--- src/rtl/fsm.sv ---
// Keypad combination lock for code A-B-C-B-A; progress exposes the state code (IDLE=0 .. OPEN=5).
// Build option FSM_AUTO_RELOCK_EN adds a timer that returns OPEN to IDLE after RELOCK_CYCLES cycles.
module fsm #(
    parameter int unsigned RELOCK_CYCLES = 16
) (
    input  logic       x1,
    input  logic       x0,
    input  logic       clk,
    input  logic       reset,
    output logic       unlock,
    output logic       fail,
    output logic [2:0] progress
);

    typedef enum logic [2:0] {
        IDLE   = 3'd0,
        S_A    = 3'd1,
        S_AB   = 3'd2,
        S_ABC  = 3'd3,
        S_ABCB = 3'd4,
        OPEN   = 3'd5
    } state_t;

    localparam logic [1:0] KEY_NONE = 2'd0;
    localparam logic [1:0] KEY_A    = 2'd1;
    localparam logic [1:0] KEY_B    = 2'd2;
    localparam logic [1:0] KEY_C    = 2'd3;

    if (RELOCK_CYCLES < 1 || RELOCK_CYCLES > 65535) begin : g_bad_relock
        $error("RELOCK_CYCLES out of range 1..65535");
    end

    state_t     state;
    state_t     state_nxt;
    logic       fail_nxt;
    logic       relock_due;
    logic [1:0] key;
    logic [1:0] want;

    assign key = {x1, x0};

`ifdef FSM_AUTO_RELOCK_EN
    localparam logic [15:0] RELOCK_LAST = 16'(RELOCK_CYCLES - 1);

    logic [15:0] open_cnt;

    // Held at zero outside OPEN, so the count starts fresh on every entry.
    always_ff @(posedge clk) begin
        if (reset) begin
            open_cnt <= '0;
        end else if (state != OPEN) begin
            open_cnt <= '0;
        end else begin
            open_cnt <= open_cnt + 16'd1;
        end
    end

    assign relock_due = (open_cnt == RELOCK_LAST);
`else
    assign relock_due = 1'b0;
`endif

    always_comb begin
        want = KEY_NONE;
        case (state)
            IDLE:    want = KEY_A;
            S_A:     want = KEY_B;
            S_AB:    want = KEY_C;
            S_ABC:   want = KEY_B;
            S_ABCB:  want = KEY_A;
            default: want = KEY_NONE;
        endcase
    end

    always_comb begin
        state_nxt = state;
        fail_nxt  = 1'b0;
        case (state)
            IDLE, S_A, S_AB, S_ABC, S_ABCB: begin
                if (key != KEY_NONE) begin
                    if (key == want) begin
                        state_nxt = state_t'(state + 3'd1);
                    end else begin
                        // A wrong A still counts as a fresh first symbol.
                        state_nxt = (key == KEY_A) ? S_A : IDLE;
                        fail_nxt  = 1'b1;
                    end
                end
            end
            OPEN: begin
                if (relock_due) begin
                    state_nxt = IDLE;
                end
            end
            default: state_nxt = IDLE;
        endcase
    end

    always_ff @(posedge clk) begin
        if (reset) begin
            state  <= IDLE;
            unlock <= 1'b0;
            fail   <= 1'b0;
        end else begin
            state  <= state_nxt;
            unlock <= (state_nxt == OPEN);
            fail   <= fail_nxt;
        end
    end

    assign progress = state;

endmodule

--- config.mk ---
export PLATFORM = sky130hd
export DESIGN_NAME = fsm
export DESIGN_NICKNAME = d
export VERILOG_FILES = /design/src/rtl/fsm.sv
export SDC_FILE = /design/constraint.sdc
export NUM_CORES = 1
export LEC_CHECK = 0
export ABC_AREA = 0
export CAP_MARGIN = 30
export CORE_AREA = 2 2 39 41
export DETAILED_ROUTE_END_ITERATION = 6
export DIE_AREA = 0 0 41 43
export GPL_TIMING_DRIVEN = 0
export PLACE_DENSITY = 0.73
export SETUP_SLACK_MARGIN = 0.02
export SLEW_MARGIN = 20
export SYNTH_ARGS = -nofsm -noshare
export SYNTH_HDL_FRONTEND = slang
export SYNTH_SLANG_ARGS = --single-unit
--- constraint.sdc ---
create_clock -name clk -period 2.3 [get_ports clk]
set_clock_uncertainty 0.2 [all_clocks]
set_input_delay 0.46 -clock clk [delete_from_list [all_inputs] [get_ports clk]]
set_output_delay 0.46 -clock clk [all_outputs]
set_load 0.05 [all_outputs]
==> After elaboration in Yosys (flattened, before gate mapping) <==
Cells that the tools add are included.
{ "totals": {"regBits": 5, "out_inout_bits": 5, "in_bits": 4} }
{ "classes": {"mux": 6, "bitwise_logic": 2, "addsub": 1, "eq_ne": 8, "reduce_logical": 6} }
{ "op_table": {"columns": ["cell", "count"], "rows": [
  ["3-bit equality test (second input constant)", 3],
  ["3-bit by 2-bit equality test with 1-bit output (second input constant)", 2],
  ["3-bit 2-to-1 mux", 2],
  ["2-bit one-hot mux with 3 select lines", 1],
  ["3-bit one-hot mux with 2 select lines", 1],
  ["5-bit OR reduction", 1],
  ["2-bit OR reduction", 2],
  ["3-bit by 1-bit adder with 3-bit output (second input constant)", 1],
  ["3-bit by 1-bit equality test with 1-bit output (second input constant)", 1],
  ["3-bit zero test", 1],
  ["3-bit OR reduction", 1],
  ["2-bit by 1-bit equality test with 1-bit output (second input constant)", 1],
  ["2-bit equality test", 1],
  ["1-bit 2-to-1 mux", 2],
  ["1-bit NOT", 2],
  ["2-bit nonzero test", 1]
]} }

==> Logic depth before layout (Yosys ltp) <==
{ "logic_depth": {"depth_word": 8, "mapped_depth": 8, "depth_no_buf": 7} }

==> Least setup slack after synthesis <==
OpenSTA, ideal clock, no wires.
{ "synth_timing": {"path_type": "register -> register", "from": "reg state[0] (netlist: progress[0])", "to": "reg unlock", "path_slack_ns": -0.384, "required_ns": 2.014, "stages_incl_launch_ff": 8, "t_arrival_ns": 2.398, "cell_sequence": "dfxtp_1 > inv_1 > ha_1 > or3b_1 > a21oi_1 > a21oi_1 > a2111o_1 > a221oi_2"} }
{ "synth_via": {"elab_chain_cells": 8, "word_cells_on_any_way": 16, "cone_classes": "1 x add/sub; 7 x eq/ne; 4 x mux; 4 x reduce/logical"} }
{ "synth_rtl": {"columns": ["item", "line", "text"], "rows": [
  ["start: declaration", "33", "state_t state;"],
  ["start signal: assignment", "105", "state <= state_nxt;"],
  ["3-bit equality test (tied with other cells)", "65, 78", null],
  ["2-bit OR reduction (no line)", null, null],
  ["2-bit one-hot mux with 3 select lines", "65", "case (state)"],
  ["2-bit equality test", "81", "if (key == want) begin"],
  ["3-bit 2-to-1 mux", "81", null],
  ["3-bit 2-to-1 mux", "80", "if (key != KEY_NONE) begin"],
  ["3-bit one-hot mux with 2 select lines (*)", "78", "case (state)"],
  ["3-bit equality test (*)", "106", "unlock <= (state_nxt == OPEN);"],
  ["end signal: assignment", "106", null],
  ["end: declaration", "10", "output logic unlock,"]
]} }
Every way passes the cells marked *; elsewhere a longest branch is shown, timed or not.
A chain may end at the register's enable or synchronous reset.

==> Worst setup path in the final report <==
{ "layout_timing": {"from": "reg state[1] (netlist: progress[1])", "to": "reg unlock"} }
The elaborated chain is that of the path after synthesis.

==> flow_results.xml <==
<?xml version="1.0" encoding="UTF-8"?>
<metrics>
  <group name="yosys">
    <metric name="yosysWarningCount" unit="">0</metric>
    <metric name="synthesis.instances" unit="">62</metric>
    <metric name="synth.net_count" unit="">72</metric>
    <metric name="distinct_cell_type_count_after_synthesis" unit="">30</metric>
    <metric name="post-synth-top-count-cell" unit="">sky130_fd_sc_hd__a21oi_1</metric>
    <metric name="postSynthRegisterBits" unit="">5</metric>
    <metric name="synth_enable_flop_cells" unit="">0</metric>
    <metric name="postSynthAreaPerCell" unit="um2">7.89</metric>
    <metric name="synth_top_cells_by_count" unit="">7 x sky130_fd_sc_hd__a21oi_1, 6 x sky130_fd_sc_hd__ha_1, 6 x sky130_fd_sc_hd__inv_1</metric>
    <metric name="synth_ff_type" unit="">sky130_fd_sc_hd__dfxtp_1</metric>
    <metric name="async_flop_share" unit="">0</metric>
    <metric name="post-synth-top-area-cell" unit="">sky130_fd_sc_hd__dfxtp_1</metric>
    <metric name="synthTopCellsByArea" unit="">sky130_fd_sc_hd__dfxtp_1 20%, sky130_fd_sc_hd__ha_1 15%, sky130_fd_sc_hd__a21oi_1 7.2%, sky130_fd_sc_hd__inv_1 4.6%, sky130_fd_sc_hd__nor2_1 3.8%</metric>
    <metric name="yosys.area.top_type_share" unit="">0.205</metric>
    <metric name="yosysSeqAreaShare" unit="">0.205</metric>
    <metric name="mappedNetlistArea" unit="um2">489</metric>
  </group>
  <group name="critical_path">
    <metric name="startpoint_type" unit="">flip-flop</metric>
    <metric name="endpoint_kind" unit="">flip-flop</metric>
    <metric name="cp_data_arrival_time" unit="ps">2150</metric>
    <metric name="critPathMaxFanout" unit="">6</metric>
    <metric name="critical_path_required" unit="ps">2250</metric>
    <metric name="timing.setup.critical_path_class" unit="">flip-flop to flip-flop</metric>
    <metric name="worstReg2RegEnd" unit="">unlock</metric>
    <metric name="regToRegStartpoint" unit="">progress[1]</metric>
    <metric name="timing.reg2reg.setup_slack" unit="ps">110</metric>
    <metric name="timing.reg2reg.worst_path_depth" unit="">7</metric>
  </group>
  <group name="hold_path">
    <metric name="holdPathEnd" unit="">progress[0]</metric>
    <metric name="hold_depth" unit="">3</metric>
    <metric name="worstHoldPathType" unit="">flip-flop to flip-flop</metric>
    <metric name="hold_start" unit="">progress[0]</metric>
  </group>
  <group name="floorplan">
    <metric name="design.die.area" unit="um2">1760</metric>
    <metric name="core_region_area" unit="um2">1380</metric>
    <metric name="number_of_rows_in_the_core_area" unit="">14</metric>
    <metric name="floorplan.die.height" unit="um">43</metric>
    <metric name="die-width" unit="um">41</metric>
    <metric name="io_pins" unit="">9</metric>
    <metric name="floorplan.initialDensity" unit="">0.354</metric>
  </group>
  <group name="global_route">
    <metric name="globalRoute.totalOverflow" unit="">0</metric>
    <metric name="antenna_found_initial" unit="">0</metric>
    <metric name="grtUsageMet2" unit="">0.244</metric>
    <metric name="groute.layer.met1.usage" unit="">0.245</metric>
    <metric name="maximum_number_of_pins_on_one_net_before_global_route_repair" unit="">11</metric>
    <metric name="grt.met3_usage" unit="">0.0471</metric>
    <metric name="grt_usage" unit="">0.170</metric>
    <metric name="grt_first_pass_wirelength" unit="um">2060</metric>
    <metric name="top_usage_layer" unit="">met1</metric>
    <metric name="vias_in_the_first_global_route" unit="">454</metric>
  </group>
  <group name="drt">
    <metric name="wirelength" unit="um">1290</metric>
    <metric name="drc" unit="">0</metric>
    <metric name="antenna_nets_post_route" unit="">0</metric>
    <metric name="wire_per_inst" unit="um">13.5</metric>
    <metric name="detailedRoute.firstPassIterationCount" unit="">4</metric>
    <metric name="first_iter_violations" unit="">10</metric>
    <metric name="vias_per_cell" unit="">5.47</metric>
    <metric name="routed-via-count" unit="">525</metric>
  </group>
  <group name="place">
    <metric name="detailed_place_hpwl" unit="um">932</metric>
    <metric name="numPortBuffers" unit="">8</metric>
    <metric name="gp_congestion" unit="">0.813</metric>
    <metric name="postPlaceCellArea" unit="um2">614</metric>
    <metric name="numPlacedInstances" unit="">86</metric>
  </group>
  <group name="outcome">
    <metric name="run_status" unit="">complete, no violations</metric>
  </group>
  <group name="clock_tree">
    <metric name="ctsLongestPathBuffers" unit="">2</metric>
    <metric name="cts-buffers-inserted" unit="">3</metric>
    <metric name="clk_root_buffer_cell" unit="">sky130_fd_sc_hd__clkbuf_4</metric>
    <metric name="clock_sink_count" unit="">5</metric>
    <metric name="cts_tree" unit="">built</metric>
    <metric name="cts_htree_levels" unit="">1</metric>
    <metric name="clkTransAtPathRegs" unit="ps">40</metric>
    <metric name="clock_latency" unit="ps">240</metric>
  </group>
  <group name="timing">
    <metric name="totalNegativeSetupSlack" unit="ps">0</metric>
    <metric name="timing.final.crit_period" unit="ps">2190</metric>
    <metric name="fmax" unit="MHz">456</metric>
    <metric name="final_hold_viol_count" unit="">0</metric>
    <metric name="report.final.slew_viol_count" unit="">0</metric>
    <metric name="grt_setup_unrepaired" unit="">no</metric>
    <metric name="fin_worst_hold_slack" unit="ps">509</metric>
    <metric name="slew_headroom" unit="">0.666</metric>
    <metric name="timing_worst_slew_pin_value" unit="ps">499</metric>
    <metric name="post-route-period-util" unit="">0.953</metric>
    <metric name="setup-violations-final" unit="">0</metric>
  </group>
  <group name="finish">
    <metric name="n_fill_cell" unit="">137</metric>
    <metric name="utilization" unit="">0.529</metric>
    <metric name="sequential_cell_area" unit="um2">111</metric>
    <metric name="finish.instance_area" unit="um2">732</metric>
    <metric name="synthToLayoutAreaGrowth" unit="%">49.6</metric>
    <metric name="final_net_count" unit="">91</metric>
    <metric name="area_taken_by_multi_input_logic_gates" unit="um2">413</metric>
    <metric name="antennaDiodeCount" unit="">0</metric>
    <metric name="layout-drive-gt1-share" unit="">0.325</metric>
    <metric name="final_standard_cell_count_with_taps_included_and_fillers_excluded" unit="">96</metric>
  </group>
  <group name="power">
    <metric name="reported_leakage_power" unit="uW">0.000278</metric>
    <metric name="pd_cells" unit="nW/um2">435</metric>
    <metric name="ir_worst_vdd" unit="uV">297</metric>
  </group>
  <group name="job">
    <metric name="drv.max_cap_violation_count" unit="">0</metric>
  </group>
</metrics>
cell families after synthesis:
family          synth area share
buf+inv                   0.0690
flops                      0.205
xor+xnor                  0.0179
simple gates               0.217
compound gates             0.338
fa+ha+maj                  0.153
area by class of cell:
class	instances	share of cell area
multi-input combinational	50	0.564
sequential	5	0.152
buffer	1	0.0154
timing repair buffer	14	0.169
tap	16	0.0274
inverter	6	0.0359
clock buffer	4	0.0359
critical path: stages (launching register included):
cell	delay (ps)
sky130_fd_sc_hd__dfxtp_4	380
sky130_fd_sc_hd__clkinvlp_4	170
sky130_fd_sc_hd__ha_4	210
sky130_fd_sc_hd__or3b_1	360
sky130_fd_sc_hd__a21oi_1	150
sky130_fd_sc_hd__a21oi_1	50
sky130_fd_sc_hd__a2111o_1	330
sky130_fd_sc_hd__a221oi_2	240
worst max path at each step:
stage | from | endpoint | slack, ps
floorplan | progress[1] | unlock | 20
global placement | x1 | unlock | -310
detailed placement | x1 | unlock | -310
CTS | progress[1] | unlock | 20
global route | progress[0] | unlock | 0.08
finish | progress[1] | unlock | 110
metal layers:
| layer | wire, um | vias to the layer above |
|---|---|---|
| li1 | - | 269 |
| met4 | 0 | 0 |
| met2 | 614 | 18 |
| met3 | 74 | 0 |
| met1 | 604 | 238 |
| met5 | 0 | - |
per-stage QoR:
stage                     setup slack [ps]  total power, uW
after detailed placement              -305              197
after floorplan                       21.5              167
after CTS                             21.5              305
after global routing                0.0815              341
final                                  107              318
after global placement                -305              195
repair_timing:
item	in CTS	in global routing
endpoints found under the setup margin	1	2
buffers inserted	1	5
gates resized for setup	3	8
hold buffers	0	0
pin swaps	3	4
flip-flops by register name, summed over array words and instances, names as in the netlist:
| signal | cells |
|---|---|
| unlock | 1 |
| fail | 1 |
| progress | 3 |
cells in the final DEF, fill, tap and decap left out, drive strengths merged, types with 2 or more instances in the layout:
cell type      count
nor2               5
inv                5
dfxtp              5
buf                7
o22ai              2
nor3               2
clkbuf             4
o21ai              3
nand2b             2
clkdlybuf4s50      7
a21oi              7
o211ai             2
ha                 6
nand2              3
report_power, final:
part	switching, uW	internal, uW	total (uW)
Clock	34.0	65.5	99.5
Sequential	5.38	89.9	95.2
Combinational	68.3	55.2	124
Total	108	211	318
No activity file was read; power rests on OpenSTA's default activity.
